`config.mk`:
```
export PLATFORM = sky130hd
export DESIGN_NAME = negate_arbiter
export DESIGN_NICKNAME = d
export VERILOG_FILES = /design/src/rtl/negate_arbiter.sv
export SDC_FILE = /design/constraint.sdc
export NUM_CORES = 1
export LEC_CHECK = 0
export CORE_ASPECT_RATIO = 0.5
export CORE_MARGIN = 2
export CORE_UTILIZATION = 35
export DETAILED_ROUTE_END_ITERATION = 10
export GPL_TIMING_DRIVEN = 1
export PLACE_DENSITY_LB_ADDON = 0.12
export RECOVER_POWER = 25
export SETUP_SLACK_MARGIN = 0.1
export SLEW_MARGIN = 0
export SYNTH_ARGS = -nofsm -noshare
export SYNTH_HDL_FRONTEND = slang
export SYNTH_SLANG_ARGS = --single-unit
```
`constraint.sdc`:
```
create_clock -name clk -period 12.3 [get_ports clk]
set_input_delay 1.845 -clock clk [delete_from_list [all_inputs] [get_ports clk]]
set_output_delay 1.845 -clock clk [all_outputs]
set_load 0.005 [all_outputs]
```
`src/rtl/negate_arbiter.sv`:
```
// rtl/negate_arbiter.sv - round-robin arbiter sequencing a shared slow two's-complement negation unit
module negate_arbiter #(
  parameter int WIDTH         = 64,
  parameter int SETTLE_CYCLES = 4
) (
  input  logic             clk,
  input  logic             reset,
  input  logic             req0,
  input  logic [WIDTH-1:0] op0,
  input  logic             req1,
  input  logic [WIDTH-1:0] op1,
  output logic [WIDTH-1:0] neg_in,
  input  logic [WIDTH-1:0] neg_out,
  output logic             gnt0,
  output logic             gnt1,
  output logic             done0,
  output logic             done1,
  output logic [WIDTH-1:0] result,
  output logic             ovf
);

  localparam logic [1:0] S_IDLE   = 2'd0;
  localparam logic [1:0] S_SETTLE = 2'd1;
  localparam logic [1:0] S_DONE   = 2'd2;

  localparam logic [7:0]       CNT_INIT = 8'(SETTLE_CYCLES - 1);
  localparam logic [WIDTH-1:0] MIN_VAL  = {1'b1, {(WIDTH-1){1'b0}}};

  logic [1:0]       state_q, state_d;
  logic [7:0]       cnt_q, cnt_d;
  logic [WIDTH-1:0] neg_in_q, neg_in_d;
  logic [WIDTH-1:0] result_q, result_d;
  logic             ovf_q, ovf_d;
  logic             gnt0_q, gnt0_d;
  logic             gnt1_q, gnt1_d;
  logic             done0_q, done0_d;
  logic             done1_q, done1_d;
  logic             last_q, last_d;
  logic             pick1;

  always_comb begin
    state_d  = state_q;
    cnt_d    = cnt_q;
    neg_in_d = neg_in_q;
    result_d = result_q;
    ovf_d    = ovf_q;
    gnt0_d   = gnt0_q;
    gnt1_d   = gnt1_q;
    done0_d  = 1'b0;
    done1_d  = 1'b0;
    last_d   = last_q;
    // last_q=1 means requester 1 was served last, so requester 0 wins a tie
    pick1    = req1 && (!req0 || !last_q);
    case (state_q)
      S_IDLE: begin
        if (req0 || req1) begin
          neg_in_d = pick1 ? op1 : op0;
          gnt0_d   = !pick1;
          gnt1_d   = pick1;
          last_d   = pick1;
          cnt_d    = CNT_INIT;
          state_d  = S_SETTLE;
        end
      end
      S_SETTLE: begin
        if (cnt_q != 8'd0) begin
          cnt_d = cnt_q - 8'd1;
        end else begin
          result_d = neg_out;
          ovf_d    = (neg_in_q == MIN_VAL);
          done0_d  = gnt0_q;
          done1_d  = gnt1_q;
          state_d  = S_DONE;
        end
      end
      S_DONE: begin
        gnt0_d  = 1'b0;
        gnt1_d  = 1'b0;
        state_d = S_IDLE;
      end
      default: begin
        gnt0_d  = 1'b0;
        gnt1_d  = 1'b0;
        state_d = S_IDLE;
      end
    endcase
  end

  always_ff @(posedge clk or posedge reset) begin
    if (reset) begin
      state_q  <= S_IDLE;
      cnt_q    <= 8'd0;
      neg_in_q <= '0;
      result_q <= '0;
      ovf_q    <= 1'b0;
      gnt0_q   <= 1'b0;
      gnt1_q   <= 1'b0;
      done0_q  <= 1'b0;
      done1_q  <= 1'b0;
      last_q   <= 1'b1;
    end else begin
      state_q  <= state_d;
      cnt_q    <= cnt_d;
      neg_in_q <= neg_in_d;
      result_q <= result_d;
      ovf_q    <= ovf_d;
      gnt0_q   <= gnt0_d;
      gnt1_q   <= gnt1_d;
      done0_q  <= done0_d;
      done1_q  <= done1_d;
      last_q   <= last_d;
    end
  end

  assign neg_in = neg_in_q;
  assign result = result_q;
  assign ovf    = ovf_q;
  assign gnt0   = gnt0_q;
  assign gnt1   = gnt1_q;
  assign done0  = done0_q;
  assign done1  = done1_q;

endmodule

```
# Word-level counts from Yosys, hierarchy flattened
# Index checks and enable logic that the tools add are counted.
[classes] addsub=1 n_eq_ne=5 muxes=15 bitwise_logic=2 n_reduce_logical=14
[op_table] op="$eq 64x64->1 const B" n=1
[op_table] op="$mux 64" n=1
[op_table] op="$mux 8" n=2
[op_table] op="$pmux 8 s2" n=1
[op_table] op="$reduce_and 2->1" n=4
[op_table] op="$reduce_bool 8->1" n=1
[op_table] op="$sub 8x1->8 const B" n=1
[op_table] op="$mux 1" n=6
[op_table] op="$ne 2x2->1 const B" n=3
[op_table] op="$mux 2" n=2
[op_table] op="$pmux 1 s2" n=2
[op_table] op="$pmux 2 s2" n=1
[op_table] op="$logic_not 1->1" n=3
[op_table] op="$reduce_and 3->1" n=1
[op_table] op="$eq 2x1->1 const B" n=1
[op_table] op="$logic_not 2->1" n=1
[op_table] op="$logic_or 1x1->1" n=2
[op_table] op="$not 1->1" n=2
[op_table] op="$reduce_bool 2->1" n=1
[op_table] op="$logic_and 1x1->1" n=1
[totals] ff_bits=144 in_bits=196 out_inout_bits=133 elab_cells=47

# Longest topological paths before layout
# Gate-level depths: netlist of run 1.
[logic_depth] ltp_word=6 mapped_depth=7 mapped_depth_nobuf=6

# Worst setup path after synthesis of run 1
# No wires, ideal clock.
[synth_path] kind="input to register" from="in req1" to="reg neg_in_q[0], in the netlist neg_in[0]" setup_ns=0.137 arrival_ns=2.933 required_ns=12.163 slack_ns=9.230 cell_stages=6 path_buffers=2 cell_sequence="inv_1 a21oi_1 buf_1 buf_2 mux2i_1 a21oi_1"
[synth_between] elab_chain_len=2
[synth_lines] element="start, declared" line_no="10" text="input logic req1,"
[synth_lines] element="$logic_and 1x1->1 or $logic_or 1x1->1 (tied branches)" line_no="53, 56"
[synth_lines] element="$mux 64 or $reduce_and 2->1 (tied branches)"
[synth_lines] element="end signal, assigned" line_no="104" text="neg_in_q <= neg_in_d;"
[synth_lines] element="end, declared" line_no="31" text="logic [WIDTH-1:0] neg_in_q, neg_in_d;"
# Parallel ways exist; a longest one is shown, timed or not.
# A chain may end at the register's enable or synchronous reset.

==> run_results.csv, run 1 <==
group,metric,value,unit
status,outcome,"complete, but fails checks",
status,violations,"max-capacitance violations, max-slew violations",
global_routing,grt_pass1_wl,27600,um
global_routing,antenna_found_initial,0,
yosys,synth_cells,508,
finish,final_nets,1027,
floorplan,initial_core_util,35.7,%
pwr,power_frac_seq,37.7,%
cts,hold_buffers,0,
min_path,hold_start,"result[26]",
critical_path,path_cells,"dlygate4sd3_1 -> clkinvlp_2 -> buf_4",
finish,area_growth,64.5,%
finish,finalNonFillerCells,1077,
placement,gp_congestion,0.770,
critical_path,startpoint_type,"input port",
finish,antennaDiodeCount,0,
timing,worst_pin_slew,3.56,ns
cts,cts_tree,"built",
critical_path,crit_type,"in -> async",
min_path,worstHoldPathCells,1,
pwr,combPwrFrac,41.0,%
yosys,syn_avg_cell_area,12.2,um^2
global_routing,track_usage,18.9,%
cts,insertion_delay,0.41,ns
pwr,p_leak,4.16,nW
yosys,synth.net_count,705,
floorplan,fp.dieH,98.0,um
cts,clockRootBuffer,"clkbuf_16",
drt,first_iter_violations,189,
floorplan,coreArea,17400,um^2
min_path,hp-class,"reg -> reg",
global_routing,grt_max_degree,77,
cts,cts_sinks,144,
timing,period_share,40.5,%
critical_path,rr_worst_depth,4,
cts,clockBufferDepth,2,
timing,setup_slack,7.32,ns
critical_path,critPathSlowestCell,"clkinvlp_2",
timing,tns,0,ns
drt,post_drt_via_cell_ratio,4.75,
placement,placed_cells,1045,
yosys,yosysWarnings,0,
cts,htree_levels,4,
timing,max_slew_margin,-137,%
critical_path,path_delay_family,"buffers and inverters",
floorplan,fp.dieW,192,um
yosys,synth.cell_area,6190,um^2
pwr,pwr-share-clk,21.3,%
critical_path,cp_max_fo,76,
pwr,p_per_area,223,nW/um^2
pwr,vdd_drop_max,0.000103,V
placement,dp_slack,7.80,ns
timing,rsz0062_at_grt,"false",
run,cap_violations,2,
yosys,yosysSeqAreaShare,58.2,%
drt,detail-route-antenna-nets,0,
drt,wirelength,17900,um
drt,routedWlPerCell,16.6,um
yosys,yosys.cell_types.count,36,
timing,report.final.slew_viol_count,143,
timing,fin_crit,4.98,ns
finish,drive_gt1_share,6.52,%
yosys,synth-seq-cells,144,
placement,hpwl,13400,um
cts,clkTransAtPathRegs,0.06,ns
cts,post_cts_buffers,0,
global_routing,overflow,0,
critical_path,worstPathArrival,5.39,ns
cts,numCtsBuffers,17,
pwr,p_int,1.57,mW
critical_path,r2r_slack,7.76,ns
timing,setup_violations,0,
floorplan,ios,329,
critical_path,r2r_start,"cnt_q[2]",
critical_path,required,12.71,ns
pwr,power.switching,0.698,mW
drt,drc,0,
cts,ctsResizeCount,0,
min_path,holdPathEnd,"result[26]",
global_routing,grt_pass1_vias,5246,
critical_path,rr_endpoint,"result[24]",
critical_path,end_kind,"async pin",
pwr,swShare,30.8,%
timing,skew,0.00791,ns
floorplan,num_rows,34,
drt,vias,5113,
floorplan,die-area,18800,um^2
timing,hold_viol_final,0,
timing,fmax,201,MHz
drt,drt_first_pass_iters,4,
critical_path,path_buf_inv,3,
placement,io_buffers,328,
critical_path,slowest_delay,1.91,ns
==> cells in the mapped netlist <==
| library cell | instances | area (um^2) |
|---|---|---|
| nor4_1 | 17 | 106 |
| a311o_1 | 1 | 10.0 |
| mux2_2 | 15 | 169 |
| nor2_1 | 71 | 267 |
| or2_2 | 1 | 6.26 |
| a211oi_1 | 1 | 7.51 |
| and2_1 | 2 | 12.5 |
| a31o_2 | 1 | 8.76 |
| ha_1 | 1 | 12.5 |
| or4_4 | 1 | 11.3 |
| buf_2 | 6 | 30.0 |
| a31oi_1 | 2 | 12.5 |
| nor2b_1 | 2 | 12.5 |
| dfstp_2 | 1 | 26.3 |
| nand4_1 | 6 | 37.5 |
| nor4b_1 | 1 | 8.76 |
| buf_1 | 11 | 41.3 |
| nor3_1 | 6 | 30.0 |
| o21a_1 | 2 | 15.0 |
| o311a_1 | 1 | 10.0 |
| xor2_1 | 3 | 26.3 |
| buf_4 | 1 | 7.51 |
| mux2i_1 | 64 | 641 |
| o21ai_0 | 3 | 15.0 |
| nand3_1 | 1 | 5.00 |
| clkbuf_1 | 6 | 22.5 |
| xnor2_1 | 1 | 8.76 |
| o211ai_1 | 1 | 7.51 |
| a21oi_1 | 69 | 345 |
| inv_1 | 6 | 22.5 |
| nand2b_1 | 4 | 25.0 |
| mux2_1 | 50 | 563 |
| dfrtp_1 | 143 | 3580 |
| buf_6 | 5 | 56.3 |
| or3b_2 | 1 | 8.76 |
| nor4_4 | 1 | 21.3 |
==> cells in the final DEF, fill, tap and decap left out, types with 2 or more instances in the layout <==
master / n
clkdlybuf4s50_1: 325
dfrtp_1: 143
nor2_1: 71
a21oi_1: 68
mux2i_1: 64
mux2_1: 50
nor4_1: 18
clkbuf_16: 17
mux2_2: 15
clkinvlp_4: 7
nor3_1: 6
nand4_1: 6
inv_1: 5
nand2b_1: 4
o21ai_0: 3
xor2_1: 3
clkinv_2: 3
clkbuf_1: 3
dlygate4sd3_1: 3
buf_4: 3
and2_0: 2
a31oi_1: 2
nor2b_1: 2
inv_6: 2
==> how the worst max path moves through the flow <==
stage / start / to / slack (ns) / cells past startpoint
2_1_floorplan: reset / cnt_q[0] / 6.59 / 1
3_3_place_gp: req1 / neg_in[47] / 7.85 / 6
3_5_place_dp: req1 / neg_in[47] / 7.80 / 6
4_1_cts: req1 / neg_in[47] / 8.21 / 6
5_1_grt: reset / result[28] / 6.62 / 3
6_report: reset / result[20] / 7.32 / 3
==> layout make-up <==
type,instances,area [um^2]
repair buffers,332,3310
clock inverters,13,115
flip-flops and latches,144,3600
multi-input cells,329,2400
inverters,6,23.8
fillers,1503,7170
clock buffers,19,433
well taps,234,293
==> cells by family (layout without fill, tap and decap cells) <==
logic type / after synthesis / in the layout / synth area share, %
flip-flops: 144 / 144 / 58.2
multiplexers: 129 / 129 / 22.2
AND/OR/NAND/NOR: 114 / 114 / 8.92
AO/OA/AOI/OAI: 81 / 81 / 6.98
buffers and inverters: 35 / 370 / 2.91
XOR/XNOR: 4 / 4 / 0.566
adder cells (fa/ha/maj): 1 / 1 / 0.202
==> state kept, by name, indices dropped and copies added (netlist names) <==
| name | flops |
|---|---|
| gnt0 | 1 |
| cnt_q | 8 |
| ovf | 1 |
| done1 | 1 |
| gnt1 | 1 |
| result | 64 |
| neg_in | 64 |
| last_q | 1 |
| done0 | 1 |
| state_q | 2 |
==> power groups by stage <==
stage / clock network (mW) / logic [mW] / registers (mW)
floorplan: 0 / 0.362 / 0.859
global placement: 0 / 0.932 / 0.856
detailed placement: 0 / 0.947 / 0.865
CTS: 0.499 / 0.949 / 0.858
global route: 0.520 / 1.01 / 0.890
finish: 0.482 / 0.929 / 0.855
==> metal layers <==
metal  up-vias  track usage [%]  wire length [um]
met3        19             6.22              1440
met1      2466             22.3              7380
li1       2463                -                 -
met4         0             6.58               291
met2       165             32.7              8760
met5         -                0                 0
==> stage by stage <==
step	power, mW	area (um^2)	utilization (%)	hold WS, ns
detailed placement	1.81	9660	55.7	0.474
finish	2.27	10200	58.7	0.484
global placement	1.79	9660	55.7	0.466
global route	2.42	10200	58.7	0.496
floorplan	1.22	6190	-	0.454
CTS	2.31	10200	58.8	0.488
Note: power is estimated with default switching activity, not from simulation.
==> run 2: changes to the inputs <==
- clock period: 12.3 -> 4.8 ns (I/O delays scaled with it)
==> run 2 against run 1 <==
The run still ends with max-capacitance violations, max-slew violations left. Global-route usage shrank 0.074 points. Combinational power grew to 2.6 times the previous value. Hold slack is essentially flat. Register-to-register slack got worse by 5.2 ns. Clock skew is 0.0030 ns higher. Setup slack worse by 5.4 ns. Sequential power increased to 2.6 times the previous value. Highest routed layer unchanged.
==> run_results.csv, run 2 (synthesis results as in run 1) <==
group,metric,value,unit
status,outcome,"complete, but fails checks",
status,violations,"max-capacitance violations, max-slew violations",
placement,io_buffers,328,
cts,post_cts_buffers,0,
floorplan,num_rows,34,
cts,insertion_delay,0.40,ns
min_path,hp-class,"reg -> reg",
pwr,p_per_area,579,nW/um^2
pwr,p_leak,4.23,nW
placement,dp_slack,2.12,ns
timing,worst_pin_slew,1.52,ns
cts,cts_sinks,144,
floorplan,fp.dieH,98.0,um
cts,hold_buffers,0,
finish,layout_common_cells,"325 x clkdlybuf4s50_1, 143 x dfrtp_1, 71 x nor2_1",
placement,placed_cells,1048,
critical_path,startpoint_type,"input port",
global_routing,grt_pass1_vias,5283,
critical_path,required,5.04,ns
critical_path,r2r_start,"cnt_q[2]",
finish,post-route-util,59.3,%
critical_path,end_kind,"async pin",
pwr,power_frac_seq,36.9,%
run,cap_violations,1,
timing,setup_slack,1.92,ns
timing,tns,0,ns
drt,first_iter_violations,146,
pwr,swShare,30.6,%
finish,mostFrequentLayoutCell,"clkdlybuf4s50_1",
floorplan,die-area,18800,um^2
pwr,p_int,4.14,mW
finish,antennaDiodeCount,0,
placement,hpwl,13300,um
timing,hold_viol_final,0,
critical_path,cp_max_fo,89,
finish,finalNonFillerCells,1080,
critical_path,r2r_slack,2.55,ns
timing,setup_violations,0,
critical_path,worstPathArrival,3.12,ns
cts,clockBufferDepth,2,
drt,detail-route-antenna-nets,0,
drt,drc,0,
drt,wirelength,17600,um
timing,fin_crit,2.88,ns
cts,htree_levels,4,
finish,area_growth,66.5,%
floorplan,coreArea,17400,um^2
timing,skew,0.0109,ns
global_routing,track_usage,18.9,%
critical_path,rr_endpoint,"result[22]",
cts,cts_tree,"built",
global_routing,grt_max_degree,90,
drt,post_drt_via_cell_ratio,4.70,
finish,fin_area,10300,um^2
timing,report.final.slew_viol_count,28,
cts,clkTransAtPathRegs,0.06,ns
floorplan,fp.dieW,192,um
critical_path,rr_worst_depth,4,
min_path,hold_start,"result[46]",
pwr,combPwrFrac,40.3,%
timing,fmax,347,MHz
global_routing,antenna_found_initial,0,
cts,numCtsBuffers,17,
critical_path,crit_type,"in -> async",
timing,max_slew_margin,-1.51,%
pwr,vdd_drop_max,0.000271,V
drt,drt_first_pass_iters,4,
min_path,worstHoldPathCells,1,
floorplan,initial_core_util,35.7,%
pwr,pwr-share-clk,22.8,%
cts,clockRootBuffer,"clkbuf_16",
global_routing,grt_pass1_wl,27800,um
timing,fin_hold_ws,0.484,ns
min_path,holdPathEnd,"result[46]",
drt,vias,5077,
drt,routedWlPerCell,16.3,um
pwr,power.switching,1.82,mW
cts,ctsResizeCount,0,
floorplan,ios,329,
finish,drive_gt1_share,7.21,%
timing,rsz0062_at_grt,"false",
finish,final_nets,1030,
placement,gp_congestion,0.785,
global_routing,overflow,0,
placement,dpl-instance-area,9700,um^2
timing,period_share,60.1,%
pwr,p_total,5.96,mW
-- run 2: cell types whose count changed in the layout (fill, tap and decap cells not counted), moves of 2 or more --
cell        previous run  this run
buf_4                  3         5
clkinvlp_4             7         1
clkinv_4               0         3
bufinv_16              1         3
inv_6                  2         5
-- run 2: worst max-delay path by stage --
stage / start / endpoint / slack [ns]
2_1_floorplan: reset / cnt_q[0] / 0.22
3_3_place_gp: req0 / neg_in[0] / 2.17
3_5_place_dp: req0 / neg_in[18] / 2.12
4_1_cts: cnt_q[2] / result[22] / 2.53
5_1_grt: reset / neg_in[8] / 1.45
6_report: reset / result[20] / 1.92
-- run 2: metal layers --
| metal | wire [um] | GRT usage [%] |
|---|---|---|
| met3 | 1460 | 5.79 |
| met4 | 188 | 4.58 |
| met2 | 8450 | 32.1 |
| met1 | 7500 | 23.6 |
| met5 | 0 | 0 |
-- run 2: final cells by class --
cell class / count / area (um^2)
fill: 1490 / 7060
sequential: 144 / 3600
timing repair buffer: 335 / 3340
multi-input combinational: 329 / 2420
clock buffer: 18 / 429
tap: 234 / 293
clock inverter: 14 / 180
inverter: 6 / 27.5
-- run 2: power by group through the flow --
| stage | Clock [mW] | Combinational (mW) | Sequential [mW] |
|---|---|---|---|
| 6_report | 1.36 | 2.40 | 2.20 |
| 5_1_grt | 1.45 | 2.62 | 2.29 |
| 4_1_cts | 1.40 | 2.45 | 2.21 |
| 3_5_place_dp | 0 | 2.44 | 2.22 |
| 3_3_place_gp | 0 | 2.40 | 2.20 |
| 2_1_floorplan | 0 | 0.926 | 2.20 |
-- run 2: critical path, cell delays in order --
cell	delay, ns
dlygate4sd3_1	0.59
inv_6	0.57
clkbuf_1	1.18
==> run 3: changes to the inputs <==
- clock period: 4.8 -> 2.8 ns (I/O delays scaled with it)
==> run 3 against run 2 <==
The flow now finishes without violations. Die area did not move. Combinational power rose by 75%. Wire length rose by 1.1%. Hold slack barely moved. Setup slack got worse by 1.4 ns. Clock power rose by 63%. Global-route usage rose by 0.45 points. Clock-buffer cell count did not move.
==> run_results.csv, run 3 (synthesis results as in run 1) <==
group,metric,value,unit
status,outcome,"complete, no violations",
drt,vias,5135,
pwr,p_per_area,978,nW/um^2
floorplan,coreArea,17400,um^2
min_path,hold_start,"result[40]",
critical_path,startpoint_type,"register",
placement,io_buffers,328,
timing,hold_viol_final,0,
pwr,p_leak,4.29,nW
global_routing,antenna_found_initial,0,
timing,period_share,82.4,%
timing,worst_pin_slew,1.19,ns
drt,routedWlPerCell,16.3,um
finish,area_growth,68.2,%
critical_path,rr_worst_depth,4,
cts,insertion_delay,0.41,ns
timing,fin_crit,2.31,ns
drt,post_drt_via_cell_ratio,4.70,
timing,skew,0.0121,ns
drt,drc,0,
min_path,worstHoldPathCells,1,
drt,detail-route-antenna-nets,0,
timing,setup_violations,0,
min_path,hp-class,"reg -> reg",
cts,htree_levels,4,
global_routing,overflow,0,
pwr,vdd_drop_max,0.000526,V
floorplan,fp.dieH,98.0,um
cts,clkTransAtPathRegs,0.06,ns
cts,post_cts_buffers,0,
critical_path,crit_type,"reg -> reg",
floorplan,num_rows,34,
drt,first_iter_violations,102,
drt,drt_first_pass_iters,4,
critical_path,required,3.09,ns
cts,hold_buffers,0,
timing,rsz0062_at_grt,"false",
placement,hpwl,13800,um
global_routing,grt_pass1_vias,5226,
placement,gp_congestion,0.734,
cts,ctsResizeCount,0,
timing,report.final.slew_viol_count,0,
floorplan,die-area,18800,um^2
critical_path,critPathSlowestCell,"or4_4",
run,cap_violations,0,
cts,clockBufferDepth,2,
global_routing,grt_max_degree,58,
cts,numCtsBuffers,17,
critical_path,cp_max_fo,42,
drt,wirelength,17800,um
cts,cts_sinks,144,
finish,layout_common_cells,"326 x clkdlybuf4s50_1, 143 x dfrtp_1, 71 x nor2_1",
cts,clockRootBuffer,"clkbuf_16",
critical_path,rr_endpoint,"result[21]",
global_routing,track_usage,19.3,%
finish,mostFrequentLayoutCell,"clkdlybuf4s50_1",
critical_path,r2r_start,"cnt_q[2]",
timing,max_slew_margin,20.2,%
finish,antennaDiodeCount,0,
critical_path,end_kind,"register",
finish,drive_gt1_share,8.73,%
timing,fmax,433,MHz
critical_path,r2r_slack,0.49,ns
floorplan,ios,329,
min_path,holdPathEnd,"result[40]",
cts,cts_tree,"built",
global_routing,grt_pass1_wl,28300,um
timing,tns,0,ns
critical_path,path_cells,"or4_4 -> nor4_4 -> buf_4 -> mux2_2",
critical_path,worstPathArrival,2.60,ns
floorplan,initial_core_util,35.7,%
finish,final_nets,1043,
critical_path,slowest_delay,0.60,ns
floorplan,fp.dieW,192,um
timing,fin_hold_ws,0.484,ns
[run 3: routing by layer]
layer	track usage (%)	wire length [um]
met2	33.3	8810
met5	0	0
met1	23.2	7310
met3	5.82	1390
met4	6.46	287
[run 3: power by group]
part / internal [mW] / leakage, nW / switching, mW / total, mW
clock: 1.26 / 0.269 / 0.967 / 2.22
combinational: 2.66 / 2.33 / 1.54 / 4.20
sequential: 3.08 / 1.68 / 0.678 / 3.76
[run 3: layout make-up]
type	count	area [um^2]
clock inverter	14	144
tap	234	293
clock buffer	18	429
inverter	6	23.8
multi-input combinational	329	2420
fill	1515	6950
sequential	144	3600
timing repair buffer	348	3490
[run 3: worst max-delay path, delay by kind of cell (launching register included)]
family | cells | cell delay (ns)
muxes | 1 | 0.39
DFF | 1 | 0.43
buffers and inverters | 1 | 0.50
and+or+nand+nor | 2 | 0.84
[run 3: how the worst max path moves through the flow]
stage               startpoint         end  slack (ns)  cells after the start
detailed placement    cnt_q[2]  result[21]        0.49                      4
global placement      cnt_q[2]  result[21]        0.52                      4
CTS                   cnt_q[2]  result[19]        0.47                      4
finish                cnt_q[2]  result[21]        0.49                      4
floorplan                reset    cnt_q[0]        0.58                      1
global route             reset   neg_in[4]        0.20                      3
[run 3: per-stage QoR]
step / cells / power, mW / cell area (um^2) / util [%] / setup slack (ns)
floorplan: 508 / 5.36 / 6190 / - / 0.576
global placement: 1061 / 7.95 / 9870 / 56.8 / 0.522
detailed placement: 1061 / 8.07 / 9870 / 56.8 / 0.487
CTS: 1093 / 10.3 / 10400 / 60.1 / 0.474
global route: 1093 / 10.9 / 10400 / 60.0 / 0.201
finish: 1093 / 10.2 / 10400 / 60.0 / 0.492
